$ cat src/rtl/register_bank.sv
// Register bank with one write port and a registered, flow-controlled read port.
// Reads return a snapshot taken at acceptance; same-cycle writes to the read entry are forwarded.
//
// state | meaning
// IDLE  | no response held, rd_valid=0
// FULL  | response held in rd_data until rd_ready, rd_valid=1
module register_bank #(
    parameter int WIDTH      = 32,
    parameter int DEPTH_LOG2 = 4
) (
    input  logic                  clk,
    input  logic                  reset,
    input  logic                  wr_en,
    input  logic [DEPTH_LOG2-1:0] wr_addr,
    input  logic [WIDTH-1:0]      wr_data,
    input  logic                  rd_req,
    input  logic [DEPTH_LOG2-1:0] rd_addr,
    output logic                  rd_req_ready,
    output logic                  rd_valid,
    output logic [WIDTH-1:0]      rd_data,
    input  logic                  rd_ready
);

    localparam int DEPTH = 2 ** DEPTH_LOG2;

    typedef enum logic {
        IDLE = 1'b0,
        FULL = 1'b1
    } state_t;

    state_t           state;
    state_t           state_nxt;
    logic             rd_accept;
    logic [WIDTH-1:0] rd_data_nxt;
    logic [WIDTH-1:0] mem [DEPTH];

    always_ff @(posedge clk) begin
        if (reset) begin
            state <= IDLE;
        end else begin
            state <= state_nxt;
        end
    end

    always_comb begin
        state_nxt    = state;
        rd_req_ready = 1'b0;
        rd_accept    = 1'b0;
        if (!reset) begin
            rd_req_ready = (state == IDLE) || rd_ready;
        end
        rd_accept = rd_req && rd_req_ready;
        case (state)
            IDLE: if (rd_accept) state_nxt = FULL;
            FULL: if (rd_ready && !rd_accept) state_nxt = IDLE;
            default: state_nxt = IDLE;
        endcase
    end

    assign rd_valid = (state == FULL);

    // A write landing on the entry being read this cycle wins over the stored value.
    assign rd_data_nxt = (wr_en && (wr_addr == rd_addr)) ? wr_data : mem[rd_addr];

    always_ff @(posedge clk) begin
        if (reset) begin
            rd_data <= '0;
        end else if (rd_accept) begin
            rd_data <= rd_data_nxt;
        end
    end

    always_ff @(posedge clk) begin
        if (reset) begin
            for (int i = 0; i < DEPTH; i++) begin
                mem[i] <= '0;
            end
        end else if (wr_en) begin
            mem[wr_addr] <= wr_data;
        end
    end

endmodule

$ cat config.mk
export PLATFORM = sky130hd
export DESIGN_NAME = register_bank
export DESIGN_NICKNAME = d
export VERILOG_FILES = /design/src/rtl/register_bank.sv
export SDC_FILE = /design/constraint.sdc
export NUM_CORES = 1
export LEC_CHECK = 0
export CORE_ASPECT_RATIO = 2
export CORE_UTILIZATION = 46
export CTS_CLUSTER_DIAMETER = 60
export DETAILED_ROUTE_END_ITERATION = 6
export HOLD_SLACK_MARGIN = 0.12
export PLACE_DENSITY = 0.63
export SYNTH_ARGS = -nofsm -noshare
export SYNTH_HDL_FRONTEND = slang
export SYNTH_SLANG_ARGS = --single-unit
$ cat constraint.sdc
create_clock -name clk -period 4.5 [get_ports clk]
set_input_delay 0.9 -clock clk [delete_from_list [all_inputs] [get_ports clk]]
set_output_delay 0.9 -clock clk [all_outputs]
set_load 0.005 [all_outputs]
==> run summary, run 1 <==
The flow ran to the end, but the final reports show violations. The checks that failed: design-rule violations. The worst pin sits at a relative slew slack of 18.7%.

A synthesized cell averages 15.9 µm². The I/O pin count came out at 79. In this run the remaining antenna-violating nets after routing total 0. The core region is 52700 µm². The delay of the slowest cell on the worst path is 0.64 ns.

In the final routed layout, each cell accounts on average for 27.6 µm. The maximum clock skew at final layout came out at 0.00912 ns. The initial standard-cell utilization of the core came out at 46.5%. The total DRC errors in the routed layout came out at 13. After clock tree synthesis, the clock-pin slew on the worst setup and hold paths is 0.06 ns. The number of buffers created by CTS is 46. The signal on the critical path passes through clkdlybuf4s50_1 -> buf_4 -> nor2b_1 -> clkdlybuf4s50_1. The final-report max-slew violation count is 0. The parity-gate share of the synthesized area counting xor and xnor cells is 0.143%.

The number of antenna repair diodes is 0. From synthesis to final layout, the design area changed by 12.3%. The number of global-route vias before repair came out at 14290.

The first global-routing pass estimated 92.1 mm of wire. The worst-case register-to-register setup slack is 2.22 ns. The beginning of the worst hold path is rd_data[9]. The post-synthesis sequential area ratio is 65.4%. The clock insertion delay at the later pin of the skew report came out at 0.57 ns. The number of detailed-routing iterations run before antenna repair is 7.

The min-delay analysis places its worst path in the category flip-flop to flip-flop. For the finished layout, the period the worst path requires is 3.42 ns. The worst path arrival time came out at 2.52 ns.

The count of cells in the finished layout, fillers not included, comes to 2278. Of the cells placed in the final design, the portion with a size suffix greater than 1 is 14.9%. The endpoint of the worst-slack reg-to-reg timing path is rd_data[10].

The post-synthesis cell type count came out at 31. The synthesized-area fraction occupied by and/or/nand/nor cells is 15.5%. The maximum frequency from static timing analysis is 293 MHz. The count of endpoints failing setup in the final report came out at 0. By instance count, the cell type seen most on the critical path is clkdlybuf4s50_1. STA classifies the critical path startpoint as an input port. The reported leakage power came out at 9.64 nW. For this block, the routed nets add up to 62.8 mm of wire. The initial antenna violation count came out at 0.

The critical setup path kind is input port to primary output. Of the total synthesized cell area, the portion taken by full adders, half adders and majority gates is 0%. The half-perimeter wire length after placement is 38.5 mm.

The routability congestion estimate is 0.798. The post-cts hold buffer count came out at 0. The required time at the endpoint of the critical path came out at 3.60 ns. Counting every instance in the synthesized netlist gives 1542. The height of the die is 329 µm. The largest buffer count on any clock path is 3. Counting every net in the synthesized netlist gives 1587. The number of nets in the layout came out at 1624.

The slowest cell on the critical path is clkdlybuf4s50_1. The sink count of the clock tree is 545. The total count of hold-check failures in the final report is 0. The count of input and output buffers is 78. In this run the critical register-to-register path is launched from rd_valid. The TritonCTS clock tree is done.

The count of buffers added by post-CTS timing repair for setup came out at 0. The number of gates resized after CTS came out at 0. At the pin with the least slew margin, the transition time is 1.22 ns. The die covers 54300 µm². The maximum net fanout on the critical path is 12. The filler cells instantiated in the layout total 4345.

The worst setup path is captured at a primary output. Dividing the detail-routed via count by the number of cells gives 5.81. The remaining global-route overflow is 0.

The peak supply drop is 0.267 mV. The mux contribution to synthesized area is 12.4%. The summed instance area of the synthesized netlist came out at 24500 µm². The worst register-to-register path has a depth of 5. In this run the number of H-tree levels came out at 2. The setup TNS is 0 ns. The final worst-path cycle share is 76.0%. The synthesized-area fraction occupied by ao, oa, aoi and oai cells is 3.38%. The number of cells on the worst hold path came out at 2.

The power density over the cells came out at 393 nW/µm². The number of warnings printed during yosys synthesis came out at 0. The via count came out at 13243.

The number of storage elements in the synthesis netlist came out at 545. The path with the worst hold slack has its endpoint at rd_data[9]. The number of DRC markers in iteration 0 is 982.

CTS placed an instance of clkbuf_16 at the clock tree root. The total number of placement rows came out at 119. By area, the combinational part of the netlist is dominated by simple AND/OR/NAND/NOR gates. The total routing usage reported by global routing came out at 24.0%.

The instance count after placement with tap cells included is 2196. Across the run, the number of max-cap violations was 0. Setup repair after global routing left no endpoint under its margin. The pin count of the biggest net entering global routing is 57. The horizontal extent of the die is 165 µm.
Yosys cell counts:
cell type | n | share of area [%]
a21boi_1 | 1 | 0.031
a21oi_1 | 2 | 0.041
a221o_1 | 32 | 1.3
a22oi_1 | 62 | 1.9
a22oi_2 | 2 | 0.10
and2_1 | 545 | 14
and3_1 | 1 | 0.026
buf_1 | 2 | 0.031
buf_12 | 11 | 0.90
buf_2 | 20 | 0.41
buf_4 | 1 | 0.031
buf_6 | 5 | 0.23
buf_8 | 1 | 0.061
clkbuf_1 | 97 | 1.5
clkbuf_4 | 1 | 0.031
dfxtp_1 | 33 | 2.7
edfxtp_1 | 512 | 63
inv_1 | 1 | 0.015
mux4_1 | 41 | 4.4
mux4_2 | 87 | 8.0
nand2_1 | 33 | 0.51
nand2b_1 | 4 | 0.10
nand3_1 | 1 | 0.020
nand3b_1 | 2 | 0.061
nor2_1 | 14 | 0.21
nor2b_1 | 4 | 0.10
nor3_1 | 5 | 0.10
nor3b_1 | 1 | 0.031
or2_2 | 16 | 0.41
or3_1 | 1 | 0.026
xor2_1 | 4 | 0.14
sequential cells by signal, summed over array words and instances (netlist names):
register / flops
rd_data: 32
mem: 512
rd_valid: 1
cell usage in the layout (no fill, tap or decap):
cell type,instances
and3_2,1
nor3_2,4
clkbuf_16,47
nor2_1,1
nand3b_1,2
a22oi_2,2
nand2b_1,4
a22oi_1,62
edfxtp_1,512
clkinvlp_4,2
buf_4,31
bufinv_16,5
nor3b_1,1
mux4_2,87
nor2_2,12
nor3_1,1
inv_1,1
buf_12,19
clkbuf_8,3
and2_2,1
nor2b_4,2
clkinv_1,7
a21oi_1,1
nor2b_1,2
and2_1,544
nand3_1,1
a21oi_4,1
or3_1,1
mux4_1,41
nor2_4,1
clkinv_2,5
or2_2,16
nand2_1,33
inv_6,1
clkbuf_1,13
dfxtp_1,33
a21boi_4,1
clkdlybuf4s50_1,76
a221o_1,32
xor2_1,4
worst max-delay path, delay by kind of cell:
kind | cells | cell delay, ns
simple gates | 1 | 0.15
buf+inv | 3 | 1.47
cell families after synthesis:
group | count (synthesis)
AO/OA/AOI/OAI | 99
XOR/XNOR | 4
AND/OR/NAND/NOR | 627
flip-flops | 545
buffers and inverters | 139
multiplexers | 128
layer usage:
layer / up-vias / wire length, µm / GRT usage (%)
met2: 446 / 34600 / 44.1
met5: - / 0 / 0
met4: 0 / 3100 / 12.2
li1: 5802 / - / -
met1: 6862 / 22000 / 26.9
met3: 133 / 3040 / 2.94
through the flow:
stage	setup WS, ns	instance area (µm²)	power, W	hold WS [ns]	util, %
6_report	1.08	27500	0.0108	0.560	52.2
5_1_grt	1.04	27500	0.0111	0.600	52.2
4_1_cts	1.09	27500	0.0109	0.567	52.2
3_5_place_dp	0.815	26100	0.00693	0.546	49.4
3_3_place_gp	0.838	26100	0.00689	0.550	49.4
2_1_floorplan	1.89	24500	0.00650	0.519	-
worst max-delay path by stage:
stage	from	endpoint	slack, ns	cells past startpoint
global route	reset	rd_req_ready	1.04	4
CTS	reset	rd_req_ready	1.09	4
detailed placement	rd_addr[1]	rd_data[14]	0.81	6
floorplan	reset	mem[0][0]	1.89	4
global placement	rd_addr[1]	rd_data[13]	0.84	6
finish	reset	rd_req_ready	1.08	4
power by group:
group          switching, W  internal (W)  total, W
Combinational      0.000498      0.000388  0.000886
Sequential        0.0000857       0.00583   0.00591
Clock               0.00179       0.00224   0.00403
Total               0.00238       0.00846    0.0108
final cells by class:
| class | instances | area [µm²] | area share (%) |
|---|---|---|---|
| well taps | 665 | 832 | 3.02 |
| clock buffers | 62 | 1250 | 4.55 |
| inverters | 1 | 3.75 | 0.0136 |
| clock inverters | 20 | 225 | 0.818 |
| repair buffers | 127 | 1390 | 5.04 |
| flip-flops and latches | 545 | 16000 | 58.2 |
| multi-input cells | 858 | 7800 | 28.3 |
(Power assumes the default switching activity.)
==> inputs of run 2 (changes only) <==
clock period = 3.5 ns   (was 4.5 ns; I/O delays follow)
==> run summary, run 2 (synthesized netlist as in run 1, its figures left out) <==
Derived from the worst setup path, the maximum achievable clock frequency is 352 MHz. The first-pass GRT wire length came out at 89.2 mm (-3.1%). The worst path arrival time is 3.36 ns (+0.84 ns). Setup repair after global routing left no endpoint under its margin. The H-tree depth came out at 2 (unchanged). The root cell of the clock tree is clkbuf_16.

The detail-routed via count per cell was 5.71 (-1.7%). The total DRC errors in the routed layout came out at 26 (+13). The peak supply drop is 0.334 mV (+25%). The I/O pin count is 79 (unchanged). The total routing usage reported by global routing came out at 23.1% (-0.96 points). The maximum net fanout on the critical path came out at 23 (+11). The number of nets in the layout is 1634 (+0.62%). The count of buffers added by post-CTS timing repair for setup came to 0 (unchanged). The count of endpoints failing setup in the final report is 0 (unchanged). The number of DRC markers in iteration 0 came to 1065 (+8.5%). The placeable core region is 52700 µm² (unchanged). Ranked by flip-flop count, first place goes to mem. The clock insertion delay at the later pin of the skew report is 0.58 ns (about the same). The library cell used most frequently in the layout, excluding fill and tap cells, is and2_1.

The final wirelength is 59.6 mm (-5.1%). The post-cts hold buffer count was 0 (unchanged). The height of the die is 329 µm (unchanged). The final-report max-slew violation count came out at 0 (unchanged). The total power is 0.0138 W (+27%).

The setup TNS is 0 ns (unchanged). The count of input and output buffers came out at 78 (unchanged). The horizontal extent of the die is 165 µm (unchanged). The critical path's top delay family is simple AND/OR/NAND/NOR gates. The power density over the cells came out at 499 nW/µm² (+27%).

The actual slew at the worst max-slew pin came to 0.935 ns (-0.281 ns). The pin count of the biggest net entering global routing came out at 37 (-35%). The share of final-layout standard cells stronger than drive strength 1 came to 15.8% (+0.81 points). The flip-flop count of the largest register, all copies and words added came to 512 (unchanged). The signal on the critical path passes through clkdlybuf4s50_1 -> xor2_1 -> nor3_1 -> and3_2 -> buf_4 -> a221o_1. The initial antenna violation count came out at 1 (+1). The number of global-route vias before repair is 14136 (-1.1%). The final reports fail on design-rule violations. The via count is 13088 (-1.2%). The category of the worst setup path capture point is a flip-flop. The number of gates resized after CTS is 0 (unchanged).

TritonCTS built the clock tree. The routability congestion estimate came to 0.801 (+0.38%). The utilization after layout is 52.3% (+0.078 points). The required time at the endpoint of the critical path was 4.02 ns (+0.42 ns).

The reported leakage power came out at 9.68 nW (+0.42%). The top cell types in the final layout, fill and taps aside, are and2_1, edfxtp_1, mux4_2. The total count of hold-check failures in the final report came out at 0 (unchanged).

The flow ran to the end, but the final reports show violations. The critical setup path kind is input port to flip-flop. The slowest cell on the critical path is nor3_1. The initial standard-cell utilization of the core came out at 46.5% (unchanged).

The max-cap check violation count is 0 (unchanged). After layout, the worst path uses 81.2% of the clock period. The area added between synthesis and finish came out at 12.5%. The total number of placement rows is 119 (unchanged). The maximum clock skew at final layout was 0.0115 ns (+0.00240 ns). The number of detailed-routing iterations run before antenna repair is 7 (unchanged). The path type of the worst min-delay path is flip-flop to flip-flop. The delay of the slowest cell on the worst path is 0.78 ns (+0.14 ns). The worst setup slack after layout came to 0.657 ns (-0.425 ns).

The remaining number of nets flagged by the antenna check after routing is 0 (unchanged). The half-perimeter wire length after placement is 37.9 mm (-1.4%). The clock-pin transition on the worst setup and hold timing paths is 0.07 ns (about the same).

The setup slack after placement was 0.0826 ns (-0.732 ns). The remaining global-route overflow is 0 (unchanged). The shortest clock period the worst path allows after layout came out at 2.84 ns. The largest buffer count on any clock path came to 3 (unchanged). The average wire length per cell after detail routing is 26.0 µm (-5.6%). The critical path startpoint category is an input port. The number of buffers created by CTS came out at 47 (+2.2%).

The die area came out at 54300 µm² (unchanged). The number of buffers and inverters on the critical path is 2 (-1). The sink count of the clock tree is 545 (unchanged). The worst slew margin relative to its limit came to 37.2% (+18 points).
run 2: cell count changes in the layout (fill, tap and decap cells not counted):
cell,previous run,this run
buf_4,31,39
clkinv_2,5,12
clkinv_1,7,2
bufinv_16,5,2
clkbuf_1,13,15
buf_12,19,20
clkbuf_8,3,4
diode_2,0,1
inv_8,0,1
run 2: through the flow:
step / std cells / hold WS [ns] / area [µm²]
global route: 2290 / 0.591 / 27600
detailed placement: 2205 / 0.541 / 26100
CTS: 2290 / 0.568 / 27600
global placement: 2205 / 0.547 / 26100
finish: 2291 / 0.566 / 27600
floorplan: 1542 / 0.519 / 24500
run 2: final cells by class:
| class | count | area, µm² |
|---|---|---|
| Clock buffer | 65 | 1270 |
| Multi-Input combinational cell | 858 | 7800 |
| Tap cell | 665 | 832 |
| Sequential cell | 545 | 16000 |
| Clock inverter | 20 | 163 |
| Timing Repair Buffer | 136 | 1470 |
| Fill cell | 4336 | 25100 |
| Antenna cell | 1 | 2.50 |
| Inverter | 1 | 3.75 |
run 2: per-layer routing:
| metal | share of wire, % | track usage, % |
|---|---|---|
| met2 | 56 | 42.7 |
| met5 | 0 | 0 |
| met1 | 35 | 26.1 |
| met3 | 5.1 | 2.93 |
| met4 | 3.7 | 10.2 |
run 2: path summary, 6_finish.rpt:
path,slack (ns),to,cells after the start,start
worst min-delay path,0.57,rd_data[8],2,rd_data[8]
worst min register to register,0.57,rd_data[8],2,rd_data[8]
worst max register to register,1.67,rd_data[18],4,mem[3][18]
worst max-delay path,0.66,rd_data[3],6,rd_addr[1]
run 2: worst min-delay path: stages, from the launching register on:
cell	delay, ns
dfxtp_1	0.32
and2_1	0.12
a221o_1	0.09
run 2: power by group:
| group | internal [W] | switching [W] | leakage (nW) |
|---|---|---|---|
| combinational | 0.000507 | 0.000621 | 3.82 |
| sequential | 0.00749 | 0.000106 | 5.15 |
| clock | 0.00271 | 0.00233 | 0.708 |
| total | 0.0107 | 0.00305 | 9.68 |
==> patch: new RTL, settings of run 2 <==
Set the parameter `DEPTH_LOG2` to 5 (it was 4).
--- a/src/rtl/register_bank.sv
+++ b/src/rtl/register_bank.sv
@@ -7,5 +7,5 @@
 module register_bank #(
     parameter int WIDTH      = 32,
-    parameter int DEPTH_LOG2 = 4
+    parameter int DEPTH_LOG2 = 5
 ) (
     input  logic                  clk,
Interface: changed (resized rd_addr and wr_addr); port bits go from 79 to 81. The function was not compared with the original's and may differ.
==> patch against run 2 <==
  * Worst setup slack got worse by 17 ps
  * Sequential cell count rose by 512
  * Clock skew rose by 17 ps
  * Cell count rose by 100%
  * Total power rose by 99%
  * Non-clock buffer count rose by 120
  * Combinational power rose by 100%
  * Critical path type is now primary input to output pin
  * Final area rose by 94%
  * Global-route usage rose by 3.7 points
  * Largest cell class unchanged
  * Area after synthesis rose by 95%
  * Fmax fell by 0.60%
  * First-iteration DRC count rose by 140%
  * Wire length rose by 130%
==> patch: results (changes against run 2) <==
| Metric | Value |
|---|---|
| Outcome | completed (was complete, but fails checks) |
| Pre-CTS setup slack | 145 ps (was 82.6 ps) |
| Post-synthesis compound-gate area fraction | 3.40% (was 3.38%) |
| Placer congestion estimate | 0.965 (was 0.801) |
| HPWL after DPL | 93100 µm (was 37900 µm) |
| Clk_lat worst skew | 700 ps (was 580 ps) |
| Num CTS Buffers | 89 (was 47) |
| Arrival time worst endpoint | 2160 ps (was 3360 ps) |
| XOR/XNOR Fraction of Synth Area | 0.0916% (was 0.143%) |
| Vias | 27400 (was 13100) |
| Vias in the first global route | 28500 (was 14100) |
| Placed Cells incl. Taps | 4434 (was 2205) |
| Htree depth | 3 (was 2) |
| Number of unique standard cell types used by synthesis | 54 (was 31) |
| Peak supply drop | 394 µV (was 334 µV) |
| Syn Inst Count | 3140 (was 1542) |
| Launching point of the worst reg2reg path | rd_valid (was mem[3][18]) |
| Number of DRC markers in iteration 0 | 2568 (was 1065) |
| Area contributors post-synth | edfxtp_1 64%, and2_1 13%, mux4_2 9.5% (was edfxtp_1 63%, and2_1 14%, mux4_2 8.0%) |
| Largest net degree at the start of global routing | 45 (was 37) |
| Layout cells sized above 1 | 18.6% (was 15.8%) |
| Worst rel slew slack | 5.46% (was 37.2%) |
| Synth cell count leaders | 1025 x and2_1, 1024 x edfxtp_1, 225 x clkbuf_1, 201 x mux4_2, 124 x mux2i_1 (was 545 x and2_1, 512 x edfxtp_1, 97 x clkbuf_1, 87 x mux4_2, 62 x a22oi_1) |
| Final net count | 3228 (was 1634) |
| Hold path start | rd_data[18] (was rd_data[8]) |
| Initial antenna violation count | 4 (was 1) |
| Pre-antenna DRT Iters | 5 (was 7) |
| Worst-path maximum fanout | 36 (was 23) |
| Fin cells | 4604 (was 2291) |
| Static leakage | 18.7 nW (was 9.68 nW) |
| Count of flip-flops with a built-in enable after synthesis | 1024 (was 512) |
| Skew final | 28.8 ps (was 11.5 ps) |
| WL/cell | 30.2 µm (was 26.0 µm) |
| First-pass GRT wire length | 201000 µm (was 89200 µm) |
| Seq/Total Area, Yosys | 65.7% (was 65.4%) |
patch: cell type report:
class / instances / area [µm²]
well taps: 1344 / 1680
repair buffers: 256 / 2500
clock inverters: 46 / 472
clock buffers: 120 / 2460
flip-flops and latches: 1057 / 31400
inverters: 4 / 15.0
multi-input cells: 1773 / 15000
diodes: 4 / 10.0
fillers: 8432 / 49000
patch: worst max-delay path, cell delays in order:
cell and delay (ps):
clkdlybuf4s50_1 560, buf_12 260, nor2_1 120, clkdlybuf4s50_1 510
patch: worst paths after layout:
path / end / slack, ps / cells past startpoint
worst max-delay path: rd_req_ready / 640 / 4
worst min-delay path: rd_data[18] / 550 / 1
worst max register to register: rd_data[21] / 1450 / 6
worst min register to register: rd_data[18] / 550 / 1
patch: cell families (layout without fill, tap and decap cells):
kind of cell	Yosys count	after routing
flops	1057	1057
buf+inv	310	426
mux	331	331
simple gates	1229	1229
other cells	0	4
compound gates	208	208
xor+xnor	5	5
patch: metal layers:
metal / global-route usage [%] / vias up / routed length (µm)
li1: - / 11600 / -
met1: 31.0 / 14300 / 49800
met3: 4.06 / 316 / 8220
met2: 48.4 / 1115 / 74500
met4: 12.3 / 0 / 6660
met5: 0 / - / 0
patch: stage by stage:
step	power (W)	util (%)
after global placement	0.0173	49.4
after global routing	0.0280	52.2
final	0.0273	52.2
after floorplan	0.0162	-
after CTS	0.0274	52.2
after detailed placement	0.0174	49.4
patch: where the power goes:
part           switching, W  internal (W)  total [W]
registers          0.000272        0.0145     0.0148
clock network       0.00470       0.00550     0.0102
logic               0.00140      0.000905    0.00230
total               0.00637        0.0209     0.0273
